===== src/rtl/swap_ci_controller.sv =====
// swap_ci_controller
//   Multi-cycle, extended-opcode custom instruction that routes one byte per
//   enabled cycle through a shared 8-bit lane to byte-swap 32-bit operands. It
//   also keeps a running sum of byte-reversed words.
//
//   Opcodes (n): 0 BSWAP32, 1 BSWAP16, 2 ACCUM (acc += bswap32), 3 READCLR.
//
// Ports
//   clk     in   custom-instruction clock, rising edge
//   reset_n in   asynchronous active-low reset
//   clk_en  in   high = advance, low = every register holds
//   start   in   one-cycle issue pulse, honoured only in IDLE
//   n       in   [1:0]  extended opcode, captured with start
//   dataa   in   [31:0] operand, captured with start
//   result  out  [31:0] registered result, held until the next completion
//   done    out  registered, high for one enabled cycle per instruction
//   busy    out  high whenever the controller is not IDLE
module swap_ci_controller (
    input  logic        clk,
    input  logic        reset_n,
    input  logic        clk_en,
    input  logic        start,
    input  logic [1:0]  n,
    input  logic [31:0] dataa,
    output logic [31:0] result,
    output logic        done,
    output logic        busy
);

    typedef enum logic [1:0] {
        StIdle,
        StLane,
        StDone
    } state_t;

    localparam logic [1:0] OpBswap32 = 2'd0;
    localparam logic [1:0] OpBswap16 = 2'd1;
    localparam logic [1:0] OpAccum   = 2'd2;
    localparam logic [1:0] OpReadClr = 2'd3;

    state_t      state;
    logic [1:0]  op_q;
    logic [31:0] src_q;
    logic [31:0] work_q;
    logic [1:0]  lane_cnt;
    logic [31:0] acc_q;

    logic [7:0]  lane_byte;
    logic [1:0]  dst_idx;
    logic [31:0] work_next;
    logic [31:0] acc_sum;

    assign busy = (state != StIdle);

    // The shared lane: pick source byte lane_cnt, steer it to its destination.
    always_comb begin
        lane_byte = 8'h00;
        unique case (lane_cnt)
            2'd0: lane_byte = src_q[7:0];
            2'd1: lane_byte = src_q[15:8];
            2'd2: lane_byte = src_q[23:16];
            2'd3: lane_byte = src_q[31:24];
            default: lane_byte = 8'h00;
        endcase

        dst_idx = (op_q == OpBswap16) ? (lane_cnt ^ 2'd1) : (2'd3 - lane_cnt);

        work_next = work_q;
        unique case (dst_idx)
            2'd0: work_next[7:0]   = lane_byte;
            2'd1: work_next[15:8]  = lane_byte;
            2'd2: work_next[23:16] = lane_byte;
            2'd3: work_next[31:24] = lane_byte;
            default: work_next = work_q;
        endcase

        // Includes the final byte so the DONE load sees the complete word.
        acc_sum = acc_q + work_next;
    end

    always_ff @(posedge clk or negedge reset_n) begin
        if (!reset_n) begin
            state    <= StIdle;
            op_q     <= 2'd0;
            src_q    <= 32'h0;
            work_q   <= 32'h0;
            lane_cnt <= 2'd0;
            acc_q    <= 32'h0;
            result   <= 32'h0;
            done     <= 1'b0;
        end else if (clk_en) begin
            unique case (state)
                StIdle: begin
                    done <= 1'b0;
                    if (start) begin
                        op_q  <= n;
                        src_q <= dataa;
                        if (n == OpReadClr) begin
                            result <= acc_q;
                            acc_q  <= 32'h0;
                            done   <= 1'b1;
                            state  <= StDone;
                        end else begin
                            lane_cnt <= 2'd0;
                            state    <= StLane;
                        end
                    end
                end
                StLane: begin
                    work_q   <= work_next;
                    lane_cnt <= lane_cnt + 2'd1;
                    if (lane_cnt == 2'd3) begin
                        done  <= 1'b1;
                        state <= StDone;
                        if (op_q == OpAccum) begin
                            acc_q  <= acc_sum;
                            result <= acc_sum;
                        end else begin
                            result <= work_next;
                        end
                    end
                end
                StDone: begin
                    // A start seen here is dropped; issue only from IDLE.
                    done  <= 1'b0;
                    state <= StIdle;
                end
                default: begin
                    done  <= 1'b0;
                    state <= StIdle;
                end
            endcase
        end
    end

    logic unused_op;
    assign unused_op = (OpBswap32 == 2'd0);

endmodule


===== config.mk =====
export PLATFORM = sky130hd
export DESIGN_NAME = swap_ci_controller
export DESIGN_NICKNAME = d
export VERILOG_FILES = /design/src/rtl/swap_ci_controller.sv
export SDC_FILE = /design/constraint.sdc
export NUM_CORES = 1
export LEC_CHECK = 0
export ABC_AREA = 1
export CAP_MARGIN = 20
export CELL_PAD_IN_SITES_DETAIL_PLACEMENT = 1
export CELL_PAD_IN_SITES_GLOBAL_PLACEMENT = 2
export CORE_UTILIZATION = 34
export DETAILED_ROUTE_END_ITERATION = 6
export GPL_ROUTABILITY_DRIVEN = 0
export PLACE_DENSITY_LB_ADDON = 0.25
export SYNTH_ARGS = -nofsm -noshare
export SYNTH_HDL_FRONTEND = slang
export SYNTH_SLANG_ARGS = --single-unit

===== constraint.sdc =====
create_clock -name clk -period 3.9 [get_ports clk]
set_input_delay 0.975 -clock clk [delete_from_list [all_inputs] [get_ports clk]]
set_output_delay 0.975 -clock clk [all_outputs]
set_load 0.01 [all_outputs]

== Word-level counts from Yosys, hierarchy flattened ==
Index checks and enable logic that the tools add are counted.
W data, S select, Z words.
Storage, ports and cells
  input bits: 38
  output and inout port bits: 34
  flip-flop bits (word level): 135
  word-level logic and storage cells: 66
Operators by class
  reductions and logical operators: 12
  eq/ne operators: 15
  bitwise operators: 1
  add/subtract/negate cells: 3
  mux-type cells: 27
Operator list (number)
  $mux W32: 8
  $pmux W32 S2: 2
  $add A32 B32 Y32: 1
  $mux W8: 4
  $pmux W8 S4: 1
  $eq A2 B2 Y1 const B: 6
  $mux W2: 6
  $ne A2 B2 Y1 const B: 5
  $eq A2 B1 Y1 const B: 4
  $pmux W2 S2: 2
  $logic_not A2 Y1: 3
  $reduce_and A3 Y1: 2
  $reduce_and A6 Y1: 1
  $reduce_and A5 Y1: 1
  $reduce_and A2 Y1: 2
  $reduce_and A4 Y1: 1
  $reduce_bool A2 Y1: 2
  $mux W1: 3
  $add A2 B1 Y2 const B: 1
  $pmux W1 S2: 1
  $sub A2 B2 Y2 const A: 1
  $not A1 Y1: 1

== Longest topological paths before layout ==
  depth in word-level cells: 8
  gate-level depth with buffers: 23
  gate-level depth less buffers: 22

== Worst setup path before layout ==
Ideal clock, no wire load.
  path type: reg-to-reg
  start: register lane_cnt[0]
  end: register result[20]
  data required time: 3779 ps
  arrival: 3071 ps
  stages on the path, launching flop included: 20
  path buffers: 1
  library setup time: 121 ps
  slack: 708 ps
  period minus slack after synthesis: 3192 ps
  cell sequence: dfrtp_1 > inv_1 > ha_1 > inv_1 > buf_2 > nand4_1 > o21ai_0 > o21ai_0 > ha_1 > inv_1 > fa_1 > inv_1 > nand3_1 > nand2_1 > nand3_1 > nand3_1 > a21oi_1 > or2_2 > nand3_1 > nand2_1
Between the ends
  longest elaborated chain between the ends: 8
  elaborated cells on any way between the ends: 20
  classes of those cells: add/sub (2); eq/ne (6); mux (8); bitwise (1); reduce/logical (3)
Ends and longest elaborated chain
  from (decl): RTL line 45  | logic [1:0] lane_cnt;
  from (signal assigned): RTL line 111  | lane_cnt <= lane_cnt + 2'd1;
  $sub A2 B2 Y2 or $not A1 Y1 (tied branches)
  $mux W2: RTL line 66  | dst_idx = (op_q == OpBswap16) ? (lane_cnt ^ 2'd1) : (2'd3 - lane_cnt);
  $logic_not A2 Y1: RTL line 69  | unique case (dst_idx)
  $mux W8 (*): RTL line 69
  named net work_next[0]: RTL line 50  | logic [31:0] work_next;
  $add A32 B32 Y32 (*): RTL line 78  | acc_sum = acc_q + work_next;
  $mux W32 (*): RTL line 115  | if (op_q == OpAccum) begin
  $mux W32 (*): RTL line 112  | if (lane_cnt == 2'd3) begin
  $pmux W32 S2 (*): RTL line 92  | unique case (state)
  to (signal assigned): RTL line 99  | result <= acc_q;
  to (signal assigned): RTL line 117  | result <= acc_sum;
  to (signal assigned): RTL line 119  | result <= work_next;
  to (decl): RTL line 25  | output logic [31:0] result,
The timed path passes the listed nets; every way through them passes the cells marked *. The select of a mux whose other input is x is not followed.
A chain may end at the register's enable or synchronous reset.

== Final worst setup path ==
  start: register lane_cnt[0]
  end: register result[29]
Between the ends
  longest elaborated chain between the ends: 8
  elaborated cells on any way between the ends: 22
  classes of those cells: add/sub (2); eq/ne (7); mux (9); bitwise (1); reduce/logical (3)
Ends and longest elaborated chain (RTL line)
  $sub A2 B2 Y2 or $not A1 Y1 (tied branches)
  $mux W2: 66
  $eq A2 B1 Y1: 69
  $mux W8 (*): 69
  named net work_next[8]: 50
  $add A32 B32 Y32 (*): 78
  $mux W32 (*): 115
  $mux W32 (*): 112
  $pmux W32 S2 (*): 92
Marks and branches as above.

==> qor.txt <==
std cell rows = 58
number of buffers between clock root and the deepest sink = 2
headroom to the max-slew limit = 41.3%
Pwr Density = 949 nW/um^2
cell-by-cell trace of the critical path = inv_2, ha_1, clkinvlp_4, buf_4, o21ai_1, buf_4, o21ai_0, buf_4, ha_1, nand2_1, nor2_1, and2_1, nand2_1, nand2_1, nand2_1, nand3_1, nand3_1, a21oi_1
post-synthesis cell count = 1,242
final core utilization = 42.3%
Yosys warnings = 0
Setup violations, final = 0
count of flip-flops with a built-in enable after synthesis = 0
Worst Max-Slew Pin Slew = 0.879 ns
total global routing track utilization = 25.3%
Crit-path slowest cell = sky130_fd_sc_hd__dfrtp_1
boundary pin count = 72
antenna cell count = 0
first-pass GRT wire length = 50.1 mm
IO Port Bufs = 71
number of register bits inferred by synthesis = 135
clock latency on the worst-skew pair = 0.44 ns
initial antenna violation count = 0
Met2 Routed Length = 14.4 mm
sort of element at the start of the critical path = register
post-synthesis instance area = 8820 sq um
biggest area consumer among synthesized cells = sky130_fd_sc_hd__dfrtp_1
maximum number of pins on one net before global-route repair = 82
height of the die = 163 um
final-stage net count = 1,417
global route total overflow = 0
mean instance size in the synthesized netlist = 7.10 sq um
worst hold path type = register to register
DP Wirelength = 23.0 mm
Synth Flop Type = sky130_fd_sc_hd__dfrtp_1
share of async-settable or async-resettable flops after synthesis = 100%
final count of hold timing violations = 0
count of max-cap constraint violations = 0
Max VDD drop = 0.316 mV
part of the Yosys area used for sequential elements = 38.3%
Synth top area share = 38.3%
CTS HTree Levels = 4
post-detailed-routing wire length = 31.5 mm
minimum clock period = 3.72 ns
detailed-route DRC error count = 0
final count of pins violating max slew = 0
detailed-route vias per instance = 4.97
count of buffering cells on the critical path with inverters included = 5
Syn-to-layout area delta = 21.6%
number of global-route vias before repair = 8,614
WP data required = 4.26 ns
Total Die Area = 26,600 sq um
CTS buffer count = 17
wire length on met1 = 15.6 mm
number of filler cells placed in the layout = 3,183
highest clock frequency the design can meet = 269 MHz
Synthesized Nets = 1,320
category of the worst setup path capture point = register
root buffer cell = sky130_fd_sc_hd__clkbuf_16
Crit Path Max Fanout = 10
floorplan die width = 163 um
CTS sink cnt = 135
static leakage power = 5.64 nW
number of hold-repair buffers added at the cts stage = 0
total negative slack for setup checks = 0 ns
wire per inst = 18.7 um
detailed-routed wire length on met3 = 1.02 mm
largest delay contributor family on the critical path = simple AND/OR/NAND/NOR gates
footprint of the multi-input gates = 4590 sq um
Starting DRT DRC Count = 404
initial core utilization = 34.8%
register area = 3380 sq um
worst setup skew after layout = 0.0140 ns
flop2flop setup slack = 0.18 ns
clock tree from TritonCTS = built
data arrival time of the worst path = 4.08 ns
CP Class = register to register
Floorplan Core Area = 25,300 sq um
status = finished clean
count of TritonRoute iterations in the first routing pass = 4
share of final-layout standard cells stronger than drive strength 1 = 10.8%
maximum single-stage delay on the critical path = 0.46 ns
# placed instances = 1,645
Crit path top cell by count = sky130_fd_sc_hd__nand2_1
distinct cell type count of the synthesized netlist = 41
via count of the routed design = 8,355
ratio of final minimum period to clock period = 95.3%
non-filler instance count after layout = 1,682
antenna-violating nets left = 0
max layer used = met4
clock slew seen by the registers of the worst setup and hold paths = 0.08 ns
cells taking the most area after synthesis = sky130_fd_sc_hd__dfrtp_1, sky130_fd_sc_hd__nand2_1, sky130_fd_sc_hd__inv_1, sky130_fd_sc_hd__ha_1, sky130_fd_sc_hd__mux2_2
-- Yosys cell counts (12+ instances only) --
master                    instances
sky130_fd_sc_hd__nand2_1        452
sky130_fd_sc_hd__inv_1          172
sky130_fd_sc_hd__dfrtp_1        135
sky130_fd_sc_hd__nor2_1          81
sky130_fd_sc_hd__a21oi_1         72
sky130_fd_sc_hd__nand3_1         70
sky130_fd_sc_hd__o21ai_0         45
sky130_fd_sc_hd__ha_1            39
sky130_fd_sc_hd__mux2_2          33
sky130_fd_sc_hd__buf_2           14
sky130_fd_sc_hd__a22o_1          12
-- flip-flops by register name, summed over array words and instances (netlist names) --
register  count
done          1
result       32
state         2
op_q          2
acc_q        32
work_q       32
src_q        32
lane_cnt      2
-- layer usage --
metal | vias up | GRT usage (%)
met3 | 34 | 3.00
met4 | 0 | 6.67
met5 | - | 0
met2 | 163 | 40.7
met1 | 4043 | 35.7
li1 | 4115 | -
-- cell families (layout without fill, tap and decap cells) --
family	after synthesis	after routing	share of synthesized area, %
flops	135	135	38.3
xor+xnor	13	13	1.29
compound gates	161	161	10.3
mux	33	33	4.22
simple gates	646	646	30.2
buf+inv	214	324	9.93
fa+ha+maj	40	40	5.76
-- tightest hold or removal path: cells and delay by family, from the launching register on --
| kind | cells | cell delay (ns) |
|---|---|---|
| flops | 1 | 0.34 |
| simple gates | 2 | 0.11 |
-- placed cells by master (no fill, tap or decap), drive strengths merged --
| cell | instances |
|---|---|
| and2 | 2 |
| nor2 | 86 |
| nand2 | 455 |
| inv | 185 |
| a221oi | 1 |
| clkinvlp | 2 |
| a31oi | 3 |
| o21bai | 3 |
| a22o | 12 |
| clkinv | 4 |
| bufinv | 2 |
| a21oi | 72 |
| nand3b | 9 |
| nor3 | 5 |
| a21boi | 6 |
| clkdlybuf4s50 | 70 |
| nand4 | 7 |
| ha | 39 |
| nand3 | 70 |
| o21a | 1 |
| xor2 | 11 |
| or2 | 11 |
| a211oi | 2 |
| xnor2 | 2 |
| dfrtp | 135 |
| buf | 44 |
| mux2 | 33 |
| o22ai | 10 |
| and3 | 1 |
| fa | 1 |
| clkbuf | 17 |
| o21ai | 51 |
-- area by class of cell --
class / instances / area share, %
Inverter: 178 / 6.29
Clock inverter: 15 / 1.91
Clock buffer: 17 / 3.97
Timing Repair Buffer: 114 / 9.66
Tap cell: 330 / 3.85
Multi-Input combinational cell: 893 / 42.8
Sequential cell: 135 / 31.5
-- power breakdown --
| group | internal, mW | switching (mW) | total, mW |
|---|---|---|---|
| clock network | 0.986 | 0.795 | 1.78 |
| registers | 2.04 | 0.432 | 2.47 |
| logic | 2.21 | 3.71 | 5.92 |
-- timing repair --
action                                  CTS  global route
buffers inserted                          0             5
resized for setup                         0            11
endpoints found under the setup margin    0            39
-- metrics by stage --
stage | cell area [sq um] | setup WS [ns] | hold WS, ns | power, mW
CTS | 10700 | 0.0340 | 0.486 | 10.1
detailed placement | 10000 | 0.0936 | 0.470 | 8.28
floorplan | 8820 | 0.708 | 0.446 | 5.91
global route | 10700 | -0.00423 | 0.514 | 11.0
finish | 10700 | 0.184 | 0.487 | 10.2
global placement | 10000 | 0.210 | 0.461 | 8.15
-- path summary, 6_finish.rpt --
check                            startpoint    endpoint  cells after the start
worst max-delay path            lane_cnt[0]  result[29]                     18
worst min-delay path             work_q[22]  work_q[22]                      2
worst max register to register  lane_cnt[0]  result[29]                     18
worst min register to register   work_q[22]  work_q[22]                      2
max in group asynchronous           reset_n  work_q[22]                      2
min in group asynchronous           reset_n   result[5]                      1
Power figures use the tool's default switching activity.
